<file path="src/rtl/fifo_read_ctrl_pkg.sv">
// Shared types and constants for the FIFO read-side controller and its ring buffer.
package fifo_read_ctrl_pkg;

    localparam int BUF_DEPTH = 4;
    localparam int PTR_W     = 2;
    localparam int OCC_W     = 3;

    typedef enum logic [1:0] {
        IDLE  = 2'd0,
        RUN   = 2'd1,
        STALL = 2'd2,
        FAULT = 2'd3
    } state_t;

endpackage

</file>
<file path="src/rtl/fifo_read_ctrl_if.sv">
// Read-side bundle: FIFO flags/data, read strobe and the downstream valid/ready channel.
interface fifo_read_ctrl_if #(
    parameter int WORD_SIZE = 10
);
    logic                 rd_en;
    logic                 fifo_empty;
    logic                 fifo_error;
    logic [WORD_SIZE-1:0] fifo_data;
    logic                 fifo_rd;
    logic [WORD_SIZE-1:0] data_out;
    logic                 valid_out;
    logic                 ready_in;
    logic                 err_clr;
    logic                 reader_err;

    // The controller is the slave; the FIFO/consumer environment is the master.
    modport slave (
        input  rd_en, fifo_empty, fifo_error, fifo_data, ready_in, err_clr,
        output fifo_rd, data_out, valid_out, reader_err
    );

    modport master (
        output rd_en, fifo_empty, fifo_error, fifo_data, ready_in, err_clr,
        input  fifo_rd, data_out, valid_out, reader_err
    );
endinterface

</file>
<file path="src/rtl/read_ring_buf.sv">
// Four-entry ring buffer holding words returned by the FIFO until the consumer pops them.
module read_ring_buf
    import fifo_read_ctrl_pkg::*;
#(
    parameter int WORD_SIZE = 10
) (
    input  logic                 clk,
    input  logic                 reset,
    input  logic                 capture,
    input  logic [WORD_SIZE-1:0] wr_data,
    input  logic                 ready,
    output logic [WORD_SIZE-1:0] rd_data,
    output logic                 valid,
    output logic                 pop,
    output logic [OCC_W-1:0]     occ,
    output logic [OCC_W-1:0]     occ_next
);
    logic [WORD_SIZE-1:0] mem [BUF_DEPTH];
    logic [PTR_W-1:0]     wr_ptr;
    logic [PTR_W-1:0]     rd_ptr;

    assign valid    = (occ != '0);
    assign pop      = valid & ready;
    assign rd_data  = mem[rd_ptr];
    assign occ_next = occ + OCC_W'(capture) - OCC_W'(pop);

    // NOTE: the storage is reset as well so data_out reads 0 after reset instead of stale data.
    always_ff @(posedge clk or posedge reset) begin
        if (reset) begin
            for (int i = 0; i < BUF_DEPTH; i++) begin
                mem[i] <= '0;
            end
            wr_ptr <= '0;
            rd_ptr <= '0;
            occ    <= '0;
        end else begin
            if (capture) begin
                mem[wr_ptr] <= wr_data;
                wr_ptr      <= wr_ptr + PTR_W'(1);
            end
            if (pop) begin
                rd_ptr <= rd_ptr + PTR_W'(1);
            end
            occ <= occ_next;
        end
    end

endmodule

</file>
<file path="src/rtl/fifo_read_ctrl.sv">
// FIFO read-side controller: issues fifo_rd, runs the IDLE/RUN/STALL/FAULT FSM.
// Define FIFO_READ_CTRL_STATS_EN to add the saturating rd_count pop counter.
module fifo_read_ctrl
    import fifo_read_ctrl_pkg::*;
#(
    parameter int WORD_SIZE = 10
`ifdef FIFO_READ_CTRL_STATS_EN
    ,
    parameter int CNT_W = 16
`endif
) (
    input  logic             clk,
    input  logic             reset,
    fifo_read_ctrl_if.slave  bus
`ifdef FIFO_READ_CTRL_STATS_EN
    ,
    output logic [CNT_W-1:0] rd_count
`endif
);
    state_t           state_q;
    state_t           state_d;
    logic             inflight;
    logic             fifo_rd;
    logic             pop;
    logic [OCC_W-1:0] occ;
    logic [OCC_W-1:0] occ_next;

    read_ring_buf #(
        .WORD_SIZE (WORD_SIZE)
    ) u_buf (
        .clk      (clk),
        .reset    (reset),
        .capture  (inflight),
        .wr_data  (bus.fifo_data),
        .ready    (bus.ready_in),
        .rd_data  (bus.data_out),
        .valid    (bus.valid_out),
        .pop      (pop),
        .occ      (occ),
        .occ_next (occ_next)
    );

    // Counting the in-flight word guarantees its slot exists when it returns; no ready_in term.
    assign fifo_rd = bus.rd_en & ~bus.fifo_empty & ~reset & (state_q != FAULT)
                   & ((occ + OCC_W'(inflight)) < OCC_W'(BUF_DEPTH));

    assign bus.fifo_rd    = fifo_rd;
    assign bus.reader_err = (state_q == FAULT);

    always_ff @(posedge clk or posedge reset) begin
        if (reset) begin
            state_q  <= IDLE;
            inflight <= 1'b0;
        end else begin
            state_q  <= state_d;
            inflight <= fifo_rd;
        end
    end

    always_comb begin
        state_d = state_q;
        unique case (state_q)
            IDLE: begin
                if (fifo_rd) state_d = RUN;
            end
            RUN: begin
                if (occ_next == OCC_W'(BUF_DEPTH)) state_d = STALL;
                else if (occ_next == '0 && !fifo_rd) state_d = IDLE;
            end
            STALL: begin
                if (pop) state_d = RUN;
            end
            FAULT: begin
                if (bus.err_clr) state_d = (occ_next == '0) ? IDLE : RUN;
            end
            default: state_d = IDLE;
        endcase
        // A new error wins over everything, including a same-cycle err_clr.
        if (bus.fifo_error) state_d = FAULT;
    end

`ifdef FIFO_READ_CTRL_STATS_EN
    always_ff @(posedge clk or posedge reset) begin
        if (reset) begin
            rd_count <= '0;
        end else if (pop && (rd_count != {CNT_W{1'b1}})) begin
            rd_count <= rd_count + CNT_W'(1);
        end
    end
`endif

endmodule

</file>
<file path="src/flat_wrapper.sv">
// flat-port wrapper written by rule: the top's interface ports become plain ports
module fifo_read_ctrl_flat import fifo_read_ctrl_pkg::*;
#(
    parameter int WORD_SIZE = 10

)
  (clk, reset, bus_rd_en, bus_fifo_empty, bus_fifo_error, bus_fifo_data, bus_ready_in, bus_err_clr, bus_fifo_rd, bus_data_out, bus_valid_out, bus_reader_err);
  fifo_read_ctrl_if #(.WORD_SIZE(WORD_SIZE)) bus_i ();
  input  logic clk;
  input  logic reset;
  input wire logic [$bits(bus_i.rd_en)-1:0] bus_rd_en;
  input wire logic [$bits(bus_i.fifo_empty)-1:0] bus_fifo_empty;
  input wire logic [$bits(bus_i.fifo_error)-1:0] bus_fifo_error;
  input wire logic [$bits(bus_i.fifo_data)-1:0] bus_fifo_data;
  input wire logic [$bits(bus_i.ready_in)-1:0] bus_ready_in;
  input wire logic [$bits(bus_i.err_clr)-1:0] bus_err_clr;
  output wire logic [$bits(bus_i.fifo_rd)-1:0] bus_fifo_rd;
  output wire logic [$bits(bus_i.data_out)-1:0] bus_data_out;
  output wire logic [$bits(bus_i.valid_out)-1:0] bus_valid_out;
  output wire logic [$bits(bus_i.reader_err)-1:0] bus_reader_err;
  assign bus_i.rd_en = bus_rd_en;
  assign bus_i.fifo_empty = bus_fifo_empty;
  assign bus_i.fifo_error = bus_fifo_error;
  assign bus_i.fifo_data = bus_fifo_data;
  assign bus_i.ready_in = bus_ready_in;
  assign bus_i.err_clr = bus_err_clr;
  assign bus_fifo_rd = bus_i.fifo_rd;
  assign bus_data_out = bus_i.data_out;
  assign bus_valid_out = bus_i.valid_out;
  assign bus_reader_err = bus_i.reader_err;
  fifo_read_ctrl #(.WORD_SIZE(WORD_SIZE)) u_core (.clk(clk), .reset(reset), .bus(bus_i));
endmodule
</file>
<file path="config.mk">
export PLATFORM = sky130hd
export DESIGN_NAME = fifo_read_ctrl_flat
export DESIGN_NICKNAME = d
export VERILOG_FILES = /design/src/rtl/fifo_read_ctrl_pkg.sv /design/src/rtl/fifo_read_ctrl_if.sv /design/src/rtl/read_ring_buf.sv /design/src/rtl/fifo_read_ctrl.sv /design/src/flat_wrapper.sv
export SDC_FILE = /design/constraint.sdc
export NUM_CORES = 1
export LEC_CHECK = 0
export BUFFER_PORTS_ARGS = -buffer_cell sky130_fd_sc_hd__buf_2
export CAP_MARGIN = 20
export CORE_MARGIN = 2
export CORE_UTILIZATION = 45
export DETAILED_ROUTE_END_ITERATION = 12
export GPL_ROUTABILITY_DRIVEN = 0
export SLEW_MARGIN = 20
export SYNTH_ARGS = -nofsm -noshare
export SYNTH_HDL_FRONTEND = slang
export SYNTH_SLANG_ARGS = --single-unit
</file>
<file path="constraint.sdc">
create_clock -name clk -period 3.05 [get_ports clk]
set_input_delay 0.61 -clock clk [delete_from_list [all_inputs] [get_ports clk]]
set_output_delay 0.61 -clock clk [all_outputs]
set_load 0.005 [all_outputs]
</file>
; ---- Word level (Yosys, flattened, before mapping)
; Cells that the tools add are included.
[classes]
div = 0
shifts = 0
eq_ne = 9
n_reduce_logical = 7
multipliers = 0
n_addsub = 4
bitwise = 9
muxes = 14
magnitude_cmp = 4
[op_table]
columns = cell, count
row1 = bitwise mux 40 bit, 1
row2 = two-way mux 10 bit, 3
row3 = binary-select mux 10 bit (select 2 bit), 1
row4 = demux 10 bit (select 2 bit), 1
row5 = two-way mux 2 bit, 6
row6 = one-hot mux 2 bit (4 select lines), 1
row7 = >= comparator 3 bit (second input constant), 2
row8 = inequality test 3 bit (second input constant), 2
row9 = inverter 2 -> 3 bit, 2
row10 = AND 1 bit, 5
row11 = adder 2 x 1 -> 2 bit (second input constant), 2
row12 = equality test 2 bit (second input constant), 2
row13 = inequality test 4 x 2 -> 1 bit (second input constant), 1
row14 = AND reduction 4 bit, 1
row15 = adder 3 x 1 -> 3 bit, 1
row16 = equality test 3 bit (second input constant), 1
row17 = zero test 3 bit, 1
row18 = < comparator 3 x 1 -> 1 bit (second input constant), 1
row19 = < comparator 3 bit (second input constant), 1
row20 = inequality test 3 x 2 -> 1 bit (second input constant), 1
row21 = nonzero test 3 bit, 1
row22 = subtractor 3 x 1 -> 3 bit, 1
row23 = equality test 2 x 1 -> 1 bit (second input constant), 1
row24 = logical AND 1 bit, 2
row25 = other kinds (5), 6
[word_totals]
output_inout_bits = 13
regBits = 50
mem_count = 0
rom_bits = 0
latch_bits = 0
in_bits = 17
mem_bits_rw = 0

; ---- Depth between registers and ports, before layout
; Gate-level depths: netlist (run 1).
[logic_depth]
word_depth = 11
mapped_depth = 7
mapped_depth_nobuf = 7

; ---- Modules after synthesis
; From an unflattened synthesis (run 1), not the netlist that was laid out.
[hier_totals]
hier_cells = 147
hier_area_um2 = 2312.2
[by_module_without_submodules]
columns = module, cells_each, area_each_um2, n_inst, seq_area_each_um2
row1 = read_ring_buf, 128, 2115.8, 1, 1176.1
row2 = fifo_read_ctrl, 19, 196.4, 1, 75.1

; ---- Worst setup path before layout (run 1)
; OpenSTA, ideal clock, no wires.
[synth_timing]
path_type = flip-flop to output port
start = reg u_core.u_buf.occ[0]
end = out bus_fifo_rd
t_arrival_ps = 1250
slack_ps = 1190
stages_incl_launch_ff = 6
n_path_buf = 0
path_cell_list = dfrtp_1 -> ha_1 -> ha_1 -> xnor2_2 -> nand3_2 -> nor2_1
[synth_between]
elab_chain_len = 3
[synth_lines]
columns = element, line
row1 = "start, declared", read_ring_buf.sv:15  ; output logic [OCC_W-1:0] occ,
row2 = "start signal, assigned", read_ring_buf.sv:44  ; occ <= occ_next;
row3 = adder 3 x 1 -> 3 bit, fifo_read_ctrl.sv:45  ; & ((occ + OCC_W'(inflight)) < OCC_W'(BUF_DEPTH));
row4 = < comparator 3 bit, fifo_read_ctrl.sv:45
row5 = AND 1 bit, fifo_read_ctrl.sv:45
row6 = "end, declared", flat_wrapper.sv:17  ; output wire logic [$bits(bus_i.fifo_rd)-1:0] bus_fifo_rd;
; Every way passes these cells.

; ---- Worst setup path in the final report (run 1)
[layout_timing]
start = reg u_core.inflight
end = out bus_fifo_rd
[layout_between]
elab_chain_len = 3
[layout_lines]
columns = element, line
row1 = "start, declared", fifo_read_ctrl.sv:22  ; logic inflight;
row2 = "start signal, assigned", fifo_read_ctrl.sv:56  ; inflight <= fifo_rd;
row3 = adder 3 x 1 -> 3 bit, fifo_read_ctrl.sv:45
row4 = < comparator 3 bit, fifo_read_ctrl.sv:45
row5 = AND 1 bit, fifo_read_ctrl.sv:45
; Every way passes these cells.

==> flow_results.org, run 1 <==
** Floorplan
- The core region is 4790 um2.
- After floorplanning, the core was divided into 25 placement rows.
- Die extent in x :: 75.0 um
- Number of primary I/O pins :: 30
- Die outline height :: 75.0 um
- Initial Utilization :: 47.4%
- Full die area :: 5630 um2

** Cells and area
- Summing all multi-input logic gate instances after layout gives 975 um2.
- Relative area change from synthesis to final layout :: 15.0%
- Leaving out filler cells and counting taps, the final layout contains 251.
- The post-route netlist has 49.5% of its cells at a drive strength greater than 1.
- Fill cells in the final layout number 407.
- Diode count :: 0
- Across the whole layout, storage elements account for 1250 um2.
- After routing the design area is 2610 um2.
- Net total in the final layout :: 209

** Clock tree
- TritonCTS built the clock tree.
- Number of resized instances in the post-cts repair step :: 0
- TritonCTS Sinks :: 50
- Number of buffers added to fix hold violations after cts :: 0
- The H-tree generated during clock tree synthesis spans 2 levels.
- CTS buffer count :: 5
- Clock root buffer :: clkbuf_8
- After clock tree synthesis, the clock-pin slew on the worst setup and hold paths is 0.09 ns.
- Clock latency at the later pin of the worst-skew pair :: 0.30 ns
- Counting along the longest clock path gives a buffer depth of 2.
- In this run the post-CTS setup repair buffer count came out at 0.

** STA
- Final Hold Violating Endpoints :: 0
- Of the available clock period, the critical path in the final layout requires 80.3%.
- Timing would allow up to 408 MHz.
- Setup repair after global routing left no endpoint under its margin.
- Max Clock Skew :: 0.00635 ns
- The max-slew violation count came to 0.
- Subtracting the final worst setup slack from the clock period gives 2.45 ns.
- Total negative setup slack :: 0 ns
- Worst hold slack :: 0.447 ns
- Transition at the pin with the smallest max-transition slack :: 0.840 ns
- Setup violations remaining at the end of the flow were counted as 0.
- Measured against its own limit, the worst slew margin works out to 43.9%.

** Flow run
- Max_cap viols :: 0

** Logic synthesis
- Top post-synthesis cells by area :: dfrtp_1, mux2_2, mux4_2
- Synth Cell Area :: 2270 um2
- Sequential cells were found to cover 55.1% of the synthesized design area.
- Counting flops and latches in the post-synthesis netlist gives 50.
- Post-Syn Nets :: 174
- Count of flip-flops with a built-in enable after synthesis :: 0
- Of all flip-flops after synthesis, the portion carrying an async set or reset was 100%.
- Number of instances in the synthesized netlist :: 149
- Yosys printed 0 warnings.
- Count of different cell masters after synthesis :: 24
- Top-count cell post-synth :: dfrtp_1
- Dominant cell type by area after synthesis :: dfrtp_1
- The synthesized design devotes to its leading area cell type 55.1% of total area.
- Primary flip-flop cell chosen by synthesis mapping :: dfrtp_1
- By count the netlist is led by dfrtp_1, mux2_2, mux4_2.
- Post-Synthesis Mean Instance Area :: 15.2 um2

** Power and ir drop
- VDD sags by at most 0.000415 V.
- Cell leakage power :: 1.17 nW
- Power per standard cell area :: 876 nW/um2

** Setup path
- Critical Setup Path Class :: register to output port
- The worst register-to-register path begins at u_core.u_buf.occ[2].
- At the worst endpoint, the required time is 2.44 ns.
- CP Data Arrival Time :: 1.84 ns
- Critical path launch point type :: register
- Critical path fanouts, max :: 8
- STA classifies the critical path endpoint as an output port.
- Counting cells, the worst reg-to-reg path comes to 6.
- Reg-to-reg slack, setup :: 1.08 ns
- Origin of the worst setup path :: u_core.inflight
- Endpoint of the most critical register-to-register path :: u_core.state_q[1]

** Global route
- The number of antenna violations at the first check in global routing is 0.
- Entering global routing, the biggest net connects 51 pins.
- In the global route stage, overall resource usage came out at 17.0%.
- Overall overflow remaining after global route :: 0
- First-pass GRT wire length :: 6.85 mm
- The number of global-route vias before repair came to 1365.

** Run status
- The flow ran to the end, and the final reports show no timing, DRC or antenna violations.

** Placed design
- Summing all placed instances gives a cell area of 2500 um2.
- The wire-length estimate of the detail-placed layout is 3.00 mm.
- Number of placed instances, taps included :: 244
- Buffers placed on the I/O ports in this run total 29.

** Route
- After detailed routing, the average wire length per cell comes to 16.8 um.
- Total detailed-routing wirelength :: 4.22 mm
- ANT nets after route :: 0
- Detailed-router iteration count before antenna repair :: 4
- After the first detailed-routing iteration, the DRC count stood at 78.
- After detailed routing, the number of vias per cell comes to 5.22.
- Via count :: 1310
- For this run, design rule violations remaining after detail routing come to 0.

** Worst hold path
- Kind of path behind the tightest hold check :: input pin to async pin
[worst max-delay path by stage]
stage                   to  slack [ns]  depth (start not counted)
2_1_floorplan  bus_fifo_rd        1.19                          5
4_1_cts        bus_fifo_rd        0.56                          6
5_1_grt        bus_fifo_rd        0.43                          6
6_report       bus_fifo_rd        0.60                          6
3_3_place_gp   bus_fifo_rd        0.94                          6
3_5_place_dp   bus_fifo_rd        0.89                          6
[layout make-up]
class	instances	share of cell area, %
well taps	67	3.21
multi-input cells	89	37.3
clock buffers	6	3.16
inverters	7	1.05
flip-flops and latches	50	47.9
repair buffers	31	6.14
clock inverters	1	1.15
[worst max-delay path, cell delays in order, from the launching register on]
cell     delay [ns]
dfrtp_1        0.47
ha_1           0.22
ha_1           0.21
xnor2_2        0.26
nand3_2        0.13
nor2_1         0.14
buf_2          0.13
[layout by cell type, fill, tap and decap left out, types with 2 or more instances in the layout]
master	instances
dfrtp_1	50
mux2_2	40
buf_2	29
mux4_2	10
nand2_1	8
ha_1	8
inv_1	6
clkbuf_8	6
nor2_1	5
xnor2_1	2
or3_1	2
xor2_1	2
buf_4	2
[state kept, by name (all words and copies together), names as in the netlist]
register	count
u_core.inflight	1
u_core.u_buf.occ	3
u_core.u_buf.wr_ptr	2
u_core.u_buf.rd_ptr	2
u_core.state_q	2
u_core.u_buf.mem	40
[metal layers]
metal / routed length (um) / global-route usage, %
met5: 0 / 0
met1: 1880 / 23.6
met4: 63 / 6.15
met2: 2130 / 26.3
met3: 151 / 4.15
[through the flow]
stage               power, mW  worst slack (ns)  utilization [%]
finish                   2.29             0.600             54.5
global route             2.46             0.432             54.5
CTS                      2.32             0.558             54.5
detailed placement       1.85             0.889             52.2
global placement         1.81             0.936             52.2
floorplan                1.58              1.19                -
[logic make-up (layout without fill, tap and decap cells)]
family	count (synthesis)	count (layout)	synth area share, %
adders and majority gates	8	8	4.41
AOI/OAI and AO/OA	6	6	2.10
DFF	50	50	55.1
xor gates and xnor gates	5	5	2.26
and+or+nand+nor	19	19	3.97
muxes	51	51	30.2
buffers and inverters	10	45	1.93
[where the power goes]
part	switching (mW)	internal [mW]
registers	0.166	0.882
logic	0.297	0.475
clock network	0.204	0.262
No activity file was read; power rests on OpenSTA's default activity.
==> run 2: changes to the inputs <==
Settings changed: PLACE_DENSITY set to 0.67.
Clock period 3.05 ns to 2.08 ns, I/O delays scaled along.
==> flow_results.org, run 2 (synthesis results as in run 1) <==
** Global route
- Via count of the first global-routing pass :: 1417 (+3.8%)
- The maximum number of pins on one net before global-route repair came to 33 (-35%).
- Overall overflow remaining after global route :: 0 (unchanged)
- The global-route usage over all layers came to 17.0% (about the same).
- First-pass GRT wire length :: 6.80 mm (-0.80%)
- Initial antenna violation count :: 0 (unchanged)

** Clock tree
- The clock net sink count came to 50 (unchanged).
- The maximum count of clock buffers along a single path is 2 (unchanged).
- TritonCTS clock tree :: done
- Clock root buffer :: clkbuf_8
- The deepest level of the CTS H-tree was 2 (unchanged).
- CTS buffer count :: 5 (unchanged)
- Clock transition time at the flip-flop clock pins of the worst setup and hold paths :: 0.09 ns (about the same)
- The clock latency on the worst-skew pair is 0.30 ns (about the same).

** Power and ir drop
- The post-route total power is 3.44 mW (+51%).
- Power per standard cell area :: 1280 nW/um2 (+46%)
- Cell leakage power :: 1.20 nW (+2.5%)
- Maximum ir drop on the vdd rail :: 0.000562 V (+36%)

** Cells and area
- Largest registers :: u_core.u_buf.mem (40), u_core.u_buf.occ (3)
- The layout net count is 217 (+3.8%).
- The register with the most flip-flops in the final layout is u_core.u_buf.mem.
- The top cell types in the final layout, fill and taps aside, are dfrtp_1, mux2_2, buf_2, mux4_2, buf_4.
- The number of filler cells placed in the layout was 401 (-1.5%).
- The final cell count without fillers came to 260 (+3.6%).
- The number of flip-flops under the largest register name was 40 (unchanged).
- The library cell used most frequently in the layout, excluding fill and tap cells, is dfrtp_1.
- Share of layout cells above drive strength 1 :: 53.4% (+3.9 points)
- Diode count :: 0 (unchanged)
- From synthesis to final layout, the design area changed by 18.8%.

** Route
- Drt wl/cell :: 16.1 um (-4.3%)
- ANT nets after route :: 0 (unchanged)
- Vias per inst :: 5.22 (about the same)
- Initial DRC Count :: 49 (-37%)
- Via count :: 1356 (+3.5%)
- The total iterations of the first detailed-routing run was 5 (+1).
- The overall routed net length was 4.18 mm (-0.88%).
- The number of remaining DRC errors is 0 (unchanged).

** Placed design
- The total placed cells including tap cells was 248 (+1.6%).
- HPWL after detailed placement :: 3.04 mm (+1.5%)
- The number of buffers inserted by port buffering came to 29 (unchanged).

** STA
- Period Utilization, post-route :: 95.6%
- The max-slew violation count was 0 (unchanged).
- Final number of setup-violating endpoints :: 0 (unchanged)
- Final Hold Violating Endpoints :: 0 (unchanged)
- For this run, the top clock speed supported by timing is 503 MHz.
- Transition at the pin with the smallest max-transition slack :: 0.657 ns (-0.183 ns)
- Total negative setup slack :: 0 ns (unchanged)
- Slew Limit Headroom :: 56.1% (+12 points)
- Time the worst path needs with I/O delays and setup :: 1.99 ns
- The worst clock skew came to 0.00843 ns (+0.00209 ns).
- Unrepaired setup endpoints after global routing :: yes

** Floorplan
- Full die area :: 5630 um2 (unchanged)
- The starting density of the core is 47.4% (unchanged).
- Core footprint :: 4790 um2 (unchanged)
- The vertical die dimension was 75.0 um (unchanged).
- Number of primary I/O pins :: 30 (unchanged)
- The number of cell rows came to 25 (unchanged).
- The overall die width came to 75.0 um (unchanged).

** Setup path
- The largest individual stage delay along the critical path comes from the cell dfrtp_1.
- CP Data Arrival Time :: 1.57 ns (-0.27 ns)
- Critical path launch point type :: register
- Launch point of the worst reg-to-reg path :: u_core.u_buf.occ[1]
- Required time of the critical path :: 1.66 ns (-0.78 ns)
- The worst setup path is of the register to output port kind.
- The worst register-to-register path ends at u_core.state_q[1].
- The worst stage delay on the critical path was 0.40 ns (-0.07 ns).
- Termination of the worst setup path :: bus_fifo_rd
- CP Buf/Inv Count :: 1 (unchanged)
- The maximum fanout count along the critical path is 3 (-5).
- In this design, the largest share of critical-path delay is due to flip-flops.
- The instance count on the critical path is 6 (unchanged).
- Type of destination of the critical path :: output port
- Reg-to-reg slack, setup :: 0.13 ns (-0.95 ns)
- Origin of the worst setup path :: u_core.u_buf.occ[0]
- The critical path goes through ha_2, ha_4, xnor2_4, nand3_2, nor2_2, buf_2.
- The cell count of the worst reg-to-reg path was 6 (unchanged).

** Run status
- Outcome :: complete, no violations

** Worst hold path
- The path class of the tightest hold or removal check is input pin to async pin.

** Flow run
- Max_cap viols :: 0 (unchanged)
run 2: metrics by stage:
step	setup slack [ns]	util, %	cell area [um2]	hold slack, ns
final	0.0918	56.3	2700	0.204
after global routing	-0.0111	56.3	2700	0.268
after CTS	0.0274	55.4	2650	0.231
after detailed placement	0.117	52.8	2530	0.487
after global placement	0.215	52.8	2530	0.481
after floorplan	0.260	-	2270	0.474
run 2: how the worst min path moves through the flow:
stage | from | end | slack, ns | depth (start not counted)
2_1_floorplan | u_core.u_buf.mem[11] | u_core.u_buf.mem[11] | 0.47 | 1
3_3_place_gp | u_core.u_buf.mem[11] | u_core.u_buf.mem[11] | 0.48 | 1
3_5_place_dp | u_core.u_buf.mem[15] | u_core.u_buf.mem[15] | 0.49 | 1
4_1_cts | reset | u_core.state_q[0] | 0.23 | 2
5_1_grt | reset | u_core.state_q[0] | 0.27 | 2
6_report | reset | u_core.state_q[0] | 0.20 | 2
run 2: final cells by class:
cell class / count / area, um2 / area share (%)
Sequential cell: 50 / 1250 / 46.5
Multi-Input combinational cell: 89 / 1000 / 37.2
Timing Repair Buffer: 39 / 220 / 8.17
Tap cell: 67 / 83.8 / 3.11
Clock buffer: 6 / 72.6 / 2.69
Clock inverter: 2 / 37.5 / 1.39
Inverter: 7 / 26.3 / 0.974
run 2: repair_timing:
item,4_1_cts,5_1_grt
setup endpoints to repair,6,2
cloned,0,0
setup buffers,1,3
gates resized for setup,3,3
pin swaps,2,3
hold buffers,0,0
run 2: report_power, final:
group,switching (mW),leakage (nW),internal (mW),total [mW]
registers,0.238,0.582,1.30,1.53
clock network,0.309,0.0514,0.359,0.668
logic,0.472,0.568,0.771,1.24
run 2: routing by layer:
metal	share of wire, %	GRT usage (%)	vias up
met5	0	0	-
met4	1.4	5.36	0
met3	4.0	4.02	5
met2	56	31.0	27
met1	39	19.7	699
li1	-	-	625
